## src/rtl/mem_pkg.sv

```systemverilog
`default_nettype none
// ============================================================================
//  Module      : mem_pkg
//  Description : Shared types and constants for the cpu16 memory arbiter.
//                - gnt_e : which requester owns the memory bus this cycle
//                - tag_e : which read port captures mem_rdata next cycle
//                - SRAM/VRAM/CTRL : address-region codes (addr[15:12]) that
//                  the top level uses to decode the shared bus into selects
//  Revision    : 1.0  initial release
// ============================================================================
package mem_pkg;

   localparam int MEM_AW = 16;
   localparam int MEM_DW = 16;

   // Address-region codes, compared against the top nibble of mem_addr
   localparam logic [3:0] SRAM = 4'h0;
   localparam logic [3:0] VRAM = 4'h8;
   localparam logic [3:0] CTRL = 4'hF;

   typedef enum logic [2:0] {
      GNT_NONE = 3'd0,
      GNT_DBG  = 3'd1,
      GNT_DWR  = 3'd2,
      GNT_DRD  = 3'd3,
      GNT_INS  = 3'd4
   } gnt_e;

   typedef enum logic [1:0] {
      TAG_NONE = 2'd0,
      TAG_INS  = 2'd1,
      TAG_DAT  = 2'd2
   } tag_e;

endpackage : mem_pkg
`default_nettype wire

```

## src/rtl/prio_grant.sv

```systemverilog
`default_nettype none
// ============================================================================
//  Module      : prio_grant
//  Description : Combinational fixed-priority encoder for the memory bus.
//                Order: debug write, starved instruction read, data write,
//                data read, instruction read.
//  Ports       : dbg_req, dwr_req, drd_req, ins_req  request bits
//                ins_starved                         ins has lost too often
//                gnt                                 winning requester
//  Revision    : 1.0  initial release
// ============================================================================
module prio_grant
   import mem_pkg::*;
(
   input  logic dbg_req,
   input  logic dwr_req,
   input  logic drd_req,
   input  logic ins_req,
   input  logic ins_starved,
   output gnt_e gnt
);

   always_comb begin
      gnt = GNT_NONE;
      if (dbg_req)
         gnt = GNT_DBG;
      else if (ins_req && ins_starved)
         gnt = GNT_INS;
      else if (dwr_req)
         gnt = GNT_DWR;
      else if (drd_req)
         gnt = GNT_DRD;
      else if (ins_req)
         gnt = GNT_INS;
   end

endmodule : prio_grant
`default_nettype wire

```

## src/rtl/mem_arbiter.sv

```systemverilog
`default_nettype none
// ============================================================================
//  Module      : mem_arbiter
//  Description : Arbitrates one shared memory bus between the debug SPI write
//                port, the cpu data port and the cpu instruction port.
//                Grant and bus are combinational in cycle N; the matching rdy
//                pulse (and read data) appears in cycle N+1.
//  Ports       : clk, reset_n                  clock, async active-low reset
//                dbg_we/dbg_waddr/dbg_wdata     debug write, never stalled
//                ins_rd_*                       cpu instruction read port
//                dat_rw_addr/dat_rd_*/dat_wr_*  cpu data read/write port
//                mem_addr/mem_wdata/mem_we/mem_re/mem_rdata  shared bus
//  Revision    : 1.0  initial release
// ============================================================================
module mem_arbiter
   import mem_pkg::*;
#(
   parameter int AW             = MEM_AW,
   parameter int DW             = MEM_DW,
   parameter int INS_STARVE_MAX = 4
)(
   input  logic          clk,
   input  logic          reset_n,
   input  logic          dbg_we,
   input  logic [AW-1:0] dbg_waddr,
   input  logic [DW-1:0] dbg_wdata,
   input  logic          ins_rd_req,
   input  logic [AW-1:0] ins_rd_addr,
   output logic          ins_rd_rdy,
   output logic [DW-1:0] ins_rd_data,
   input  logic [AW-1:0] dat_rw_addr,
   input  logic          dat_rd_req,
   input  logic          dat_wr_req,
   input  logic [DW-1:0] dat_wr_data,
   output logic          dat_rd_rdy,
   output logic [DW-1:0] dat_rd_data,
   output logic          dat_wr_rdy,
   output logic [AW-1:0] mem_addr,
   output logic [DW-1:0] mem_wdata,
   output logic          mem_we,
   output logic          mem_re,
   input  logic [DW-1:0] mem_rdata
);

   localparam int            CW           = $clog2(INS_STARVE_MAX + 1);
   localparam logic [CW-1:0] C_STARVE_MAX = CW'(INS_STARVE_MAX);

   gnt_e          w_gnt;
   logic          w_ins_starved;
   logic          w_we;
   logic          w_re;
   logic [AW-1:0] w_addr;
   logic [DW-1:0] w_wdata;

   logic [CW-1:0] r_starve_cnt;
   tag_e          r_tag;
   logic          r_ins_rdy;
   logic          r_dat_rd_rdy;
   logic          r_dat_wr_rdy;
   logic [DW-1:0] r_ins_data;
   logic [DW-1:0] r_dat_data;

   assign w_ins_starved = (r_starve_cnt >= C_STARVE_MAX);

   prio_grant u_prio_grant (
      .dbg_req     (dbg_we),
      .dwr_req     (dat_wr_req),
      .drd_req     (dat_rd_req),
      .ins_req     (ins_rd_req),
      .ins_starved (w_ins_starved),
      .gnt         (w_gnt)
   );

   // Shared bus mux; an idle bus drives zeros so the decode sees a quiet bus
   always_comb begin
      w_we    = 1'b0;
      w_re    = 1'b0;
      w_addr  = '0;
      w_wdata = '0;
      case (w_gnt)
         GNT_DBG: begin
            w_we    = 1'b1;
            w_addr  = dbg_waddr;
            w_wdata = dbg_wdata;
         end
         GNT_DWR: begin
            w_we    = 1'b1;
            w_addr  = dat_rw_addr;
            w_wdata = dat_wr_data;
         end
         GNT_DRD: begin
            w_re    = 1'b1;
            w_addr  = dat_rw_addr;
         end
         GNT_INS: begin
            w_re    = 1'b1;
            w_addr  = ins_rd_addr;
         end
         default: ;
      endcase
   end

   assign mem_addr  = w_addr;
   assign mem_wdata = w_wdata;
   // Strobes gated by reset so nothing reaches memory while reset is held
   assign mem_we    = w_we & reset_n;
   assign mem_re    = w_re & reset_n;

   always_ff @(posedge clk or negedge reset_n) begin
      if (!reset_n) begin
         r_starve_cnt <= '0;
         r_tag        <= TAG_NONE;
         r_ins_rdy    <= 1'b0;
         r_dat_rd_rdy <= 1'b0;
         r_dat_wr_rdy <= 1'b0;
         r_ins_data   <= '0;
         r_dat_data   <= '0;
      end else begin
         r_ins_rdy    <= (w_gnt == GNT_INS);
         r_dat_rd_rdy <= (w_gnt == GNT_DRD);
         r_dat_wr_rdy <= (w_gnt == GNT_DWR);

         case (w_gnt)
            GNT_INS: r_tag <= TAG_INS;
            GNT_DRD: r_tag <= TAG_DAT;
            default: r_tag <= TAG_NONE;
         endcase

         // Capture the read that is on mem_rdata this cycle so it stays
         // visible after the rdy pulse, until that port's next read
         if (r_tag == TAG_INS)
            r_ins_data <= mem_rdata;
         if (r_tag == TAG_DAT)
            r_dat_data <= mem_rdata;

         if (ins_rd_req && (w_gnt != GNT_INS)) begin
            if (r_starve_cnt != C_STARVE_MAX)
               r_starve_cnt <= r_starve_cnt + 1'b1;
         end else begin
            r_starve_cnt <= '0;
         end
      end
   end

   assign ins_rd_rdy = r_ins_rdy;
   assign dat_rd_rdy = r_dat_rd_rdy;
   assign dat_wr_rdy = r_dat_wr_rdy;

   // mem_rdata arrives in the rdy cycle; pass it straight through then, and
   // serve the held copy afterwards
   assign ins_rd_data = (r_tag == TAG_INS) ? mem_rdata : r_ins_data;
   assign dat_rd_data = (r_tag == TAG_DAT) ? mem_rdata : r_dat_data;

endmodule : mem_arbiter
`default_nettype wire

```

## config.mk

```make
export PLATFORM = sky130hd
export DESIGN_NAME = mem_arbiter
export DESIGN_NICKNAME = d
export VERILOG_FILES = /design/src/rtl/mem_pkg.sv /design/src/rtl/prio_grant.sv /design/src/rtl/mem_arbiter.sv
export SDC_FILE = /design/constraint.sdc
export NUM_CORES = 1
export LEC_CHECK = 0
export ABC_AREA = 1
export BUFFER_PORTS_ARGS = -buffer_cell sky130_fd_sc_hd__buf_2
export CORE_AREA = 10 10 90 92
export DETAILED_ROUTE_END_ITERATION = 16
export DIE_AREA = 0 0 100 102
export PLACE_DENSITY = 0.75
export SLEW_MARGIN = 20
export SYNTH_ARGS = -nofsm -noshare
export SYNTH_HDL_FRONTEND = slang
export SYNTH_HIERARCHICAL = 1
export SYNTH_SLANG_ARGS = --single-unit
```

## constraint.sdc

```tcl
create_clock -name clk -period 1.6 [get_ports clk]
set_clock_uncertainty 0.2 [all_clocks]
set_input_delay 0 -clock clk [delete_from_list [all_inputs] [get_ports clk]]
set_output_delay 0 -clock clk [all_outputs]
set_load 0.05 [all_outputs]
```

### Word level (Yosys, flattened, before mapping)

Cells that the tools add are included.

| word-level totals | value |
|---|---|
| register bits | 40 |
| output and inout port bits | 69 |

| cells by class | value |
|---|---|
| $add $sub $neg | 1 |
| $lt $le $gt $ge | 1 |
| equal/unequal tests | 9 |
| multiplexer cells | 14 |
| bitwise logic cells | 2 |
| reduce and logical (&&, ||, !) cells | 5 |

Operators with widths:

| kind | number |
|---|---|
| $pmux 16 s3 | 1 |
| $mux 16 | 2 |
| $pmux 16 s2 | 1 |
| $mux 3 | 7 |
| $eq 3x2->1 const B | 2 |
| $ne 3x3->1 const B | 2 |
| $reduce_or 2->1 | 3 |
| $pmux 2 s2 | 1 |
| $add 3x1->3 const B | 1 |
| $eq 3x1->1 const B | 1 |
| $eq 3x3->1 const B | 1 |
| $ge 3x3->1 const B | 1 |
| $and 1x1->1 | 2 |
| $eq 2x1->1 const B | 1 |
| $eq 2x2->1 const B | 1 |
| $logic_and 1x1->1 | 2 |
| $mux 1 | 2 |
| $ne 2x1->1 const B | 1 |

### Depth between registers and ports, before layout

Gate-level depths: netlist (run 1).

| logic depth | value |
|---|---|
| word-level depth | 9 |
| gate-level depth with buffers | 10 |

### Hierarchy

Netlist (run 1), hierarchy kept.

Modules (own cells, without submodules):

| module | instances | cells an instance | area each (um^2) | seq. area each (um^2) |
|---|---|---|---|---|
| mem_arbiter | 1 | 298 | 2190.9 | 1001.0 |
| prio_grant | 1 | 11 | 47.5 | 0.0 |

### Worst setup path after synthesis (run 1)

No wires, ideal clock.

| path | value |
|---|---|
| path type | reg2reg |
| start | register r_tag[0] |
| end | register r_dat_data[0] |
| data arrival time | 1.816 ns |
| data required time | 1.151 ns |
| slack | -0.664 ns |
| stages on the path, launching flop included | 5 |
| path through | dfrtp_1 -> inv_1 -> nand2_1 -> clkbuf_1 -> o21ai_0 |

| between the ends | value |
|---|---|
| cells in the longest elaborated chain, start to end | 2 |

RTL lines:

| what | RTL line | RTL |
|---|---|---|
| start: declaration | mem_arbiter.sv:56 | `tag_e r_tag;` |
| start signal: assignment | mem_arbiter.sv:112 | `r_tag <= TAG_NONE;` |
| start signal: assignment | mem_arbiter.sv:124 | `GNT_INS: r_tag <= TAG_INS;` |
| start signal: assignment | mem_arbiter.sv:125 | `GNT_DRD: r_tag <= TAG_DAT;` |
| $eq 2x2->1 | -- |  |
| $mux 16 | -- |  |
| named net dat_rd_data[0] | mem_arbiter.sv:36 | `output logic [DW-1:0] dat_rd_data,` |
| end signal: assignment | mem_arbiter.sv:134 | `r_dat_data <= mem_rdata;` |
| end: declaration | mem_arbiter.sv:61 | `logic [DW-1:0] r_dat_data;` |

The timed path passes the listed nets, and every way through them passes these cells.
A chain may end at the register's enable or synchronous reset.

### Final worst setup path (run 1)

| path | value |
|---|---|
| start | register r_starve_cnt[2] |
| end | output mem_wdata[7] |

| between the ends | value |
|---|---|
| cells in the longest elaborated chain, start to end | 6 |

RTL lines:

| what | RTL line | RTL |
|---|---|---|
| start: declaration | mem_arbiter.sv:55 | `logic [CW-1:0] r_starve_cnt;` |
| start signal: assignment | mem_arbiter.sv:138 | `r_starve_cnt <= r_starve_cnt + 1'b1;` |
| $ge 3x3->1 * | mem_arbiter.sv:63 | `assign w_ins_starved = (r_starve_cnt >= C_STARVE_MAX);` |
| $logic_and 1x1->1 * | prio_grant.sv:27 | `else if (ins_req && ins_starved)` |
| $mux 3 * | prio_grant.sv:27 |  |
| $mux 3 * | prio_grant.sv:25 | `if (dbg_req)` |
| named net w_gnt[1] | mem_arbiter.sv:48 | `gnt_e w_gnt;` |
| $eq 3x2->1 or $eq 3x1->1 (tied branches) | mem_arbiter.sv:80 | `case (w_gnt)` |
| $pmux 16 s2 * | mem_arbiter.sv:80 |  |
| end: declaration | mem_arbiter.sv:39 | `output logic [DW-1:0] mem_wdata,` |

Mark *: on every way through the listed nets, which the timed path passes. The rest lies on a longest branch.

==> results of run 1 <==
==> final timing paths <==
path                                       from               to  slack (ns)  cells past startpoint
max in group asynchronous               reset_n         r_tag[0]        0.61                      3
min in group asynchronous               reset_n   r_ins_data[11]        0.20                      3
worst max register to register  r_starve_cnt[2]  r_starve_cnt[1]        0.03                      9
worst min-delay path                 dat_wr_req       dat_rd_rdy        0.10                      7
worst max-delay path            r_starve_cnt[2]     mem_wdata[7]       -0.34                     10
worst min register to register    r_ins_data[0]    r_ins_data[0]        0.31                      2
==> cell families (layout without fill, tap and decap cells) <==
kind of cell             after synthesis  count (layout)  share of synthesized area
AND/OR/NAND/NOR                      180             180                      0.358
flip-flops                            40              40                      0.447
buffers and inverters                 53             266                      0.108
AO/OA/AOI/OAI                         34              34                     0.0760
adder cells (fa/ha/maj)                2               2                     0.0112
==> synthesized netlist by cell type, drive strengths merged <==
| library cell | number | area [sq um] |
|---|---|---|
| nand3 | 36 | 185 |
| clkbuf | 6 | 22.5 |
| inv | 34 | 128 |
| o21ai | 33 | 165 |
| nand2 | 116 | 458 |
| ha | 2 | 25.0 |
| clkinv | 1 | 5.00 |
| nor2 | 12 | 57.6 |
| dfrtp | 40 | 1000 |
| buf | 12 | 86.3 |
| nand4 | 16 | 100 |
| a21oi | 1 | 5.00 |
==> flip-flops by register name, indices dropped and copies added (netlist names) <==
signal	flops
ins_rd_rdy	1
r_dat_data	16
r_ins_data	16
dat_rd_rdy	1
r_starve_cnt	3
r_tag	2
dat_wr_rdy	1
==> power breakdown <==
| group | internal [uW] | leakage, uW | switching [uW] | total, uW |
|---|---|---|---|---|
| logic | 1780 | 0.00221 | 2810 | 4590 |
| clock network | 463 | 0.0000552 | 373 | 837 |
| registers | 1310 | 0.000482 | 177 | 1490 |
==> critical path, cell delays in order, from the launching register on <==
cell	delay, ns
dfrtp_1	0.41
nand2_2	0.09
nand2_2	0.07
nor2_4	0.18
buf_6	0.14
inv_6	0.04
nand3_4	0.12
inv_8	0.09
nand2_2	0.09
nand2_4	0.06
buf_8	0.15
==> cell type report <==
cell class | instances | area [sq um]
clock buffer | 6 | 72.6
clock inverter | 2 | 35.0
fill | 270 | 831
inverter | 35 | 159
multi-input combinational | 216 | 1970
sequential | 40 | 1000
tap | 77 | 96.3
timing repair buffer | 222 | 2090
timing repair inverter | 1 | 11.3
==> per-stage QoR <==
| step | worst slack [ns] | setup TNS (ns) | util |
|---|---|---|---|
| CTS | -0.306 | -9.83 | 0.793 |
| floorplan | -0.252 | -9.60 | - |
| global placement | -0.0851 | -1.65 | 0.581 |
| global route | -0.414 | -15.89 | 0.868 |
| finish | -0.341 | -12.07 | 0.868 |
| detailed placement | -0.134 | -3.33 | 0.581 |
==> timing repair <==
action	4_1_cts	5_1_grt
pin swaps	14	14
setup endpoints to repair	69	71
gates cloned	6	1
hold buffers	18	0
endpoints found under the hold margin	75	0
buffers inserted	2	5
resized for setup	262	87
==> layer usage <==
metal,vias up,track usage
met1,1521,0.233
met3,35,0.0904
met4,0,0.0891
met5,-,0
met2,182,0.414
li1,1423,-
==> flow_summary.yaml, run 1 <==
status:
  status: "finished, violations left"
  violations: "setup timing"
clock_tree:
  clock_path_buffers: 2
  htreeDepth: 2
  cts_root_buf: "clkbuf_8"
  cts.sinks: 40
  cts_tree: "done"
  clk_pin_slew_ns: 0.07
  clk_latency_ns: 0.30
  numCtsBuffers: 5
setup_path:
  cp.arrival_ns: 1.74
  required_ns: 1.40
  path_class: "reg2out"
  worst_setup_path_end_kind: "output pin"
  crit_path_max_fanout: 8
  start_kind: "flip-flop"
yosys:
  synthCells: 309
  yosysWarnings: 6
  mappedNetlistNets: 413
  synth_cell_types: 21
  syn_avg_cell_area_sq_um: 7.24
  ys_ff_latch: 40
  synth.yosys.seq_area_share: 0.447
  netlist_area_sq_um: 2240
floorplan:
  io_pins: 171
  fp-row-count: 29
  die_w_um: 100
  core_area_sq_um: 6280
  initial_utilization: 0.357
  dieHeight_um: 102
  dieArea_sq_um: 10200
cells_and_area:
  area_growth_pct: 143
  final_common_cell: "buf_2"
  drive_gt1_frac: 0.699
  finalNonFillerCells: 599
  post-route-cell-area_sq_um: 5450
  fin_nets: 625
  num_antenna_cells: 0
  final_cell_mix: "buf_2 (104), nand2_1 (47), buf_8 (46)"
place:
  portBuffers: 170
  dp_cells: 559
  placed_cell_area_sq_um: 3650
  routabilityCongestion: 0.870
  hpwl_um: 7140
timing:
  period_needed_ns: 1.94
  worst_pin_slew_ns: 0.523
  drv_slew: 0
  min_period_over_period: 1.21
  fmax_mhz: 515
  setup_viol: 66
  whs_ns: 0.103
  relSlewSlack: 0.651
  setup_ws_ns: -0.341
  finalHoldViolCount: 0
  rsz0062_at_grt: "true"
route:
  routed_via_density: 5.28
  dr_wl_met2_um: 6860
  top_layer: "met4"
  ant_nets: 0
  first_pass_iters: 4
  routedWlPerCell_um: 22.3
  met1Wirelength_um: 4740
  drc: 0
  num_vias: 3161
  drtIter0Drc: 113
  finalWirelength_um: 13300
  wl_met3_um: 1240
power:
  total_power_uw: 6910
  peakVddDrop_uv: 1250
  leakagePower_uw: 0.00275
  powerDensity_nw_per_um2: 1270
global_route:
  grt_pass1_wl_um: 18600
  grt_pass1_vias: 3499
  antenna_found_initial: 0
  gr-usage-all-layers: 0.229
  grt_start_max_net_pins: 41
  grt-ovfl-total: 0
hold_path:
  hp-class: "in2reg"
run:
  cap_viol_max_count: 0
Note: power is estimated with default switching activity, not from simulation.
==> inputs of run 2 (changes only) <==
--- a/config.mk
+++ b/config.mk
@@ -7,10 +7,11 @@
 export LEC_CHECK = 0
 export ABC_AREA = 1
 export BUFFER_PORTS_ARGS = -buffer_cell sky130_fd_sc_hd__buf_2
-export CORE_AREA = 10 10 90 92
+export CORE_AREA = 10 10 89 91
+export CTS_BUF_LIST = sky130_fd_sc_hd__clkbuf_2 sky130_fd_sc_hd__clkbuf_4 sky130_fd_sc_hd__clkbuf_8
 export DETAILED_ROUTE_END_ITERATION = 16
-export DIE_AREA = 0 0 100 102
-export PLACE_DENSITY = 0.75
+export DIE_AREA = 0 0 99 101
+export PLACE_DENSITY = 0.77
 export SLEW_MARGIN = 20
 export SYNTH_ARGS = -nofsm -noshare
 export SYNTH_HDL_FRONTEND = slang
==> run 2 against run 1 <==
Effect of this change: the flow still finishes with violations (setup timing); highest routed layer unchanged; power fell by 2.1%; combinational power down 4%; flip-flop and latch count did not move; count of clock-buffer cells in the layout stayed put; register-to-register slack hardly changed; first-iteration DRC count up 22%; die area shrank 2.0%; sequential power barely moved; non-clock buffer count down 3; clock power is 2.6% higher; routed wire length is 6.7% lower.
==> flow_summary.yaml, run 2 (synthesis gave the netlist of run 1 again) <==
timing:
  rsz0062_at_grt: "true"
  fmax_mhz: 503
  relSlewSlack: 0.658
  drv_slew: 0
  fin_setup_tns_ns: -13.79
  whs_ns: 0.0778
  setup_ws_ns: -0.389
  setup_viol: 66
  finalHoldViolCount: 0
  min_period_over_period: 1.24
  period_needed_ns: 1.99
  worst_pin_slew_ns: 0.512
power:
  powerDensity_nw_per_um2: 1290
  clkPwrFrac: 0.127
  peakVddDrop_uv: 1280
  leakagePower_uw: 0.00262
  p_int_uw: 3490
  netSwitchingPower_uw: 3280
  sequentialPowerShare: 0.220
  pwr-share-comb: 0.653
  swShare: 0.485
floorplan:
  fp-row-count: 29
  initial_utilization: 0.361
  dieArea_sq_um: 10000
  core_area_sq_um: 6200
  die_w_um: 99
  io_pins: 171
  dieHeight_um: 101
global_route:
  antenna_found_initial: 2
  grt_pass1_wl_um: 16800
  grt-ovfl-total: 0
  grt_pass1_vias: 3246
  grt_start_max_net_pins: 41
  gr-usage-all-layers: 0.206
clock_tree:
  clock_path_buffers: 2
  cts.sinks: 40
  clk_latency_ns: 0.30
  cts_root_buf: "clkbuf_8"
  numCtsBuffers: 5
  clk_pin_slew_ns: 0.08
  cts_tree: "done"
  htreeDepth: 2
route:
  drc: 0
  top_layer: "met4"
  dr_wl_met2_um: 6740
  first_pass_iters: 4
  ant_nets: 0
  num_vias: 3058
  drtIter0Drc: 138
  routed_via_density: 5.11
  wl_met3_um: 1240
  finalWirelength_um: 12400
  routedWlPerCell_um: 20.8
  met1Wirelength_um: 4060
setup_path:
  path_class: "reg2out"
  crit_path_max_fanout: 5
  required_ns: 1.40
  cp.arrival_ns: 1.79
  start_kind: "flip-flop"
  worst_setup_path_end_kind: "output pin"
cells_and_area:
  finalNonFillerCells: 598
  reg.largest.list: "r_dat_data (16), r_ins_data (16), r_starve_cnt (3)"
  final_common_cell: "buf_2"
  final_cell_mix: "buf_2 (104), nand2_1 (53), nand2_2 (48)"
  drive_gt1_frac: 0.678
  fin_nets: 622
  area_growth_pct: 134
status:
  violations: "setup timing"
  status: "finished, violations left"
place:
  hpwl_um: 6980
  portBuffers: 170
  dp_cells: 557
  routabilityCongestion: 0.851
  pre_cts_slack_ns: -0.172
run:
  cap_viol_max_count: 0
hold_path:
  hp-class: "in2reg"
[run 2: cell types whose count changed in the layout (fill, tap and decap cells not counted), sizes merged]
| cell | before | now |
|---|---|---|
| diode | 0 | 2 |
| clkinvlp | 0 | 1 |
| buf | 203 | 197 |
| clkinv | 3 | 2 |
| clkbuf | 7 | 10 |
[run 2: cell type report]
class / count / area [sq um]
clock inverters: 2 / 35.0
well taps: 77 / 96.3
repair inverters: 1 / 7.51
repair buffers: 219 / 2010
multi-input cells: 216 / 1850
flip-flops and latches: 40 / 1000
inverters: 35 / 151
clock buffers: 6 / 76.3
diodes: 2 / 5.00
fillers: 318 / 967
[run 2: power groups by stage]
stage | registers [uW] | clock network, uW | logic [uW]
after floorplan | 1420 | 0 | 2140
after global placement | 1400 | 0 | 2820
after detailed placement | 1430 | 0 | 2870
after CTS | 1410 | 847 | 3750
after global routing | 1500 | 917 | 4590
final | 1490 | 859 | 4420
[run 2: per-layer routing]
| layer | global-route usage | vias to the layer above |
|---|---|---|
| li1 | - | 1412 |
| met1 | 0.199 | 1432 |
| met2 | 0.390 | 177 |
| met3 | 0.0885 | 37 |
| met4 | 0.0540 | 0 |
| met5 | 0 | - |
[run 2: through the flow]
| stage | power [uW] | instance area [sq um] | utilization |
|---|---|---|---|
| after global routing | 7010 | 5240 | 0.844 |
| after floorplan | 3560 | 2610 | - |
| after detailed placement | 4290 | 3630 | 0.586 |
| after global placement | 4220 | 3630 | 0.586 |
| final | 6770 | 5240 | 0.844 |
| after CTS | 6000 | 4700 | 0.757 |
[run 2: what timing repair did]
action	in CTS	in global routing
setup buffers	0	5
endpoints found under the hold margin	75	0
hold buffers	18	0
gates cloned	4	4
pin swaps	3	15
setup endpoints to repair	69	71
gates resized for setup	211	85
[run 2: worst max-delay path, stage by stage, from the launching register on]
cell,delay [ns]
dfrtp_1,0.41
nand2_2,0.10
nand2_2,0.07
nor2_4,0.21
buf_6,0.16
inv_6,0.05
clkbuf_16,0.14
nand4_1,0.12
nand3_4,0.07
buf_6,0.16
[run 2: path summary, 6_finish.rpt]
check	start	to	slack [ns]	cells past startpoint
min in group asynchronous	reset_n	r_starve_cnt[1]	0.19	3
max	r_starve_cnt[2]	mem_addr[13]	-0.39	9
min reg2reg	r_ins_data[11]	r_ins_data[11]	0.30	2
min	dat_rd_req	r_tag[1]	0.08	6
max in group asynchronous	reset_n	r_tag[1]	0.63	3
max reg2reg	r_starve_cnt[2]	r_tag[0]	0.03	8
==> inputs of run 3 (changes only) <==
--- a/config.mk
+++ b/config.mk
@@ -7,11 +7,15 @@
 export LEC_CHECK = 0
 export ABC_AREA = 1
 export BUFFER_PORTS_ARGS = -buffer_cell sky130_fd_sc_hd__buf_2
-export CORE_AREA = 10 10 89 91
+export CELL_PAD_IN_SITES_DETAIL_PLACEMENT = 1
+export CELL_PAD_IN_SITES_GLOBAL_PLACEMENT = 1
+export CORE_AREA = 10 10 108 110
 export CTS_BUF_LIST = sky130_fd_sc_hd__clkbuf_2 sky130_fd_sc_hd__clkbuf_4 sky130_fd_sc_hd__clkbuf_8
 export DETAILED_ROUTE_END_ITERATION = 16
-export DIE_AREA = 0 0 99 101
-export PLACE_DENSITY = 0.77
+export DIE_AREA = 0 0 118 120
+export PLACE_DENSITY_LB_ADDON = 0.1
+export SETUP_SLACK_MARGIN = 0.05
+export SKIP_CTS_REPAIR_TIMING = 1
 export SLEW_MARGIN = 20
 export SYNTH_ARGS = -nofsm -noshare
 export SYNTH_HDL_FRONTEND = slang
==> run 3 against run 2 <==
Effect of this change: the run still ends with setup timing left; first-iteration DRC count is 61% lower; routed wire length is 4.7% lower; flip-flop and latch count stayed put; final cell count is 9.4% higher; sequential power is 3% lower; critical path depth stayed put; worst setup slack better by 0.078 ns; count of clock-buffer cells in the layout stayed put; core utilization is 28 points lower; register-to-register slack better by 0.05 ns; global-route usage is 7.4 points lower; critical path type unchanged; critical endpoint is now mem_addr[6]; largest cell class unchanged.
==> flow_summary.yaml, run 3 (synthesis gave the netlist of run 1 again) <==
status:
  status: "finished, violations left"
  violations: "setup timing"
timing:
  rsz0062_at_grt: "true"
  fmax_mhz: 523
  setup_ws_ns: -0.311
  setup_viol: 57
  relSlewSlack: 0.665
  whs_ns: 0.0985
  finalHoldViolCount: 0
  worst_pin_slew_ns: 0.503
  drv_slew: 0
  period_needed_ns: 1.91
  min_period_over_period: 1.19
clock_tree:
  numCtsBuffers: 5
  htreeDepth: 2
  cts.sinks: 40
  cts_tree: "done"
  cts_root_buf: "clkbuf_8"
  clk_pin_slew_ns: 0.07
  clock_path_buffers: 2
  clk_latency_ns: 0.29
route:
  ant_nets: 0
  drc: 0
  routed_via_density: 4.45
  finalWirelength_um: 11900
  drtIter0Drc: 54
  num_vias: 2908
  routedWlPerCell_um: 18.1
  first_pass_iters: 3
place:
  routabilityCongestion: 0.769
  portBuffers: 170
  placed_cell_area_sq_um: 3930
  hpwl_um: 7960
floorplan:
  initial_utilization: 0.234
  die_w_um: 118
  dieHeight_um: 120
  core_area_sq_um: 9550
  dieArea_sq_um: 14200
  fp-row-count: 36
  io_pins: 171
power:
  leakagePower_uw: 0.00264
  sequentialPowerShare: 0.225
  netSwitchingPower_uw: 3130
  clkPwrFrac: 0.108
  swShare: 0.484
  p_int_uw: 3340
  pwr-share-comb: 0.667
  powerDensity_nw_per_um2: 1210
  peakVddDrop_uv: 664
cells_and_area:
  multi_input_area_sq_um: 1860
  fillers: 1079
  area_growth_pct: 140
  final_cell_mix: "buf_2 (104), nand2_2 (59), nand2_1 (42), buf_8 (42), dfrtp_1 (39)"
  final_common_cell: "buf_2"
  num_antenna_cells: 0
  register_area_sq_um: 1000
  reg.largest.list: "r_dat_data (16), r_ins_data (16), r_starve_cnt (3)"
  post-route-cell-area_sq_um: 5360
  fin_nets: 624
  drive_gt1_frac: 0.687
run:
  cap_viol_max_count: 0
global_route:
  grt_pass1_vias: 3111
  gr-usage-all-layers: 0.132
  grt_start_max_net_pins: 41
  grt-ovfl-total: 0
  grt_pass1_wl_um: 15800
  antenna_found_initial: 1
setup_path:
  cp.arrival_ns: 1.71
  worst_setup_path_end_kind: "output pin"
  path_class: "reg2out"
  required_ns: 1.40
  start_kind: "flip-flop"
  crit_path_max_fanout: 8
hold_path:
  hp-class: "in2reg"
==> run 3: changes by cell type in the layout (fill, tap and decap cells not counted), sizes merged <==
cell / change
clkinv: +2
clkinvlp: -1
clkbuf: +1
buf: +1
bufinv: -1
diode: -2
==> run 3: final cells by class <==
class	instances	area share
clock buffer	6	0.0154
clock inverter	2	0.00187
inverter	35	0.0266
multi-input combinational	216	0.346
sequential	40	0.187
tap	133	0.0310
timing repair buffer	221	0.391
timing repair inverter	1	0.00117
==> run 3: worst paths after layout <==
kind	cells after the start	startpoint	slack [ns]	endpoint
setup / recovery	9	r_starve_cnt[2]	-0.31	mem_addr[6]
hold / removal	7	ins_rd_req	0.1	dat_rd_rdy
setup reg to reg	8	r_starve_cnt[2]	0.08	r_starve_cnt[2]
hold reg to reg	2	r_dat_data[2]	0.30	r_dat_data[2]
max in group asynchronous	3	reset_n	0.65	r_tag[1]
min in group asynchronous	3	reset_n	0.18	r_dat_data[9]
==> run 3: critical path: stages, from the launching register on <==
cell       delay, ns
dfrtp_1         0.41
nand2_2         0.08
nand2_2         0.06
nor2_4          0.21
nand2_2         0.10
inv_4           0.09
clkbuf_16       0.16
nand2_2         0.07
nand3_4         0.09
buf_8           0.14
==> run 3: stage by stage <==
step / instances / power, uW / worst slack (ns) / setup TNS [ns] / utilization
floorplan: 309 / 3780 / -0.0546 / -1.02 / -
CTS: 621 / 5300 / -0.487 / -17.22 / 0.421
finish: 654 / 6470 / -0.311 / -9.95 / 0.562
global placement: 613 / 4550 / -0.107 / -2.35 / 0.412
global route: 654 / 6810 / -0.415 / -15.81 / 0.562
detailed placement: 613 / 4600 / -0.154 / -3.34 / 0.412
==> run 3: metal layers <==
| metal | up-vias | track usage | part of all wire |
|---|---|---|---|
| met5 | - | 0 | 0 |
| met4 | 0 | 0.0278 | 0.0062 |
| met3 | 6 | 0.0539 | 0.079 |
| met2 | 101 | 0.244 | 0.56 |
| met1 | 1394 | 0.139 | 0.35 |
| li1 | 1407 | - | - |
==> run 3: power by group through the flow <==
| stage | sequential (uW) | combinational (uW) | clock (uW) |
|---|---|---|---|
| 6_report | 1450 | 4320 | 699 |
| 5_1_grt | 1480 | 4540 | 788 |
| 4_1_cts | 1400 | 3190 | 714 |
| 3_5_place_dp | 1420 | 3180 | 0 |
| 3_3_place_gp | 1410 | 3150 | 0 |
| 2_1_floorplan | 1410 | 2360 | 0 |
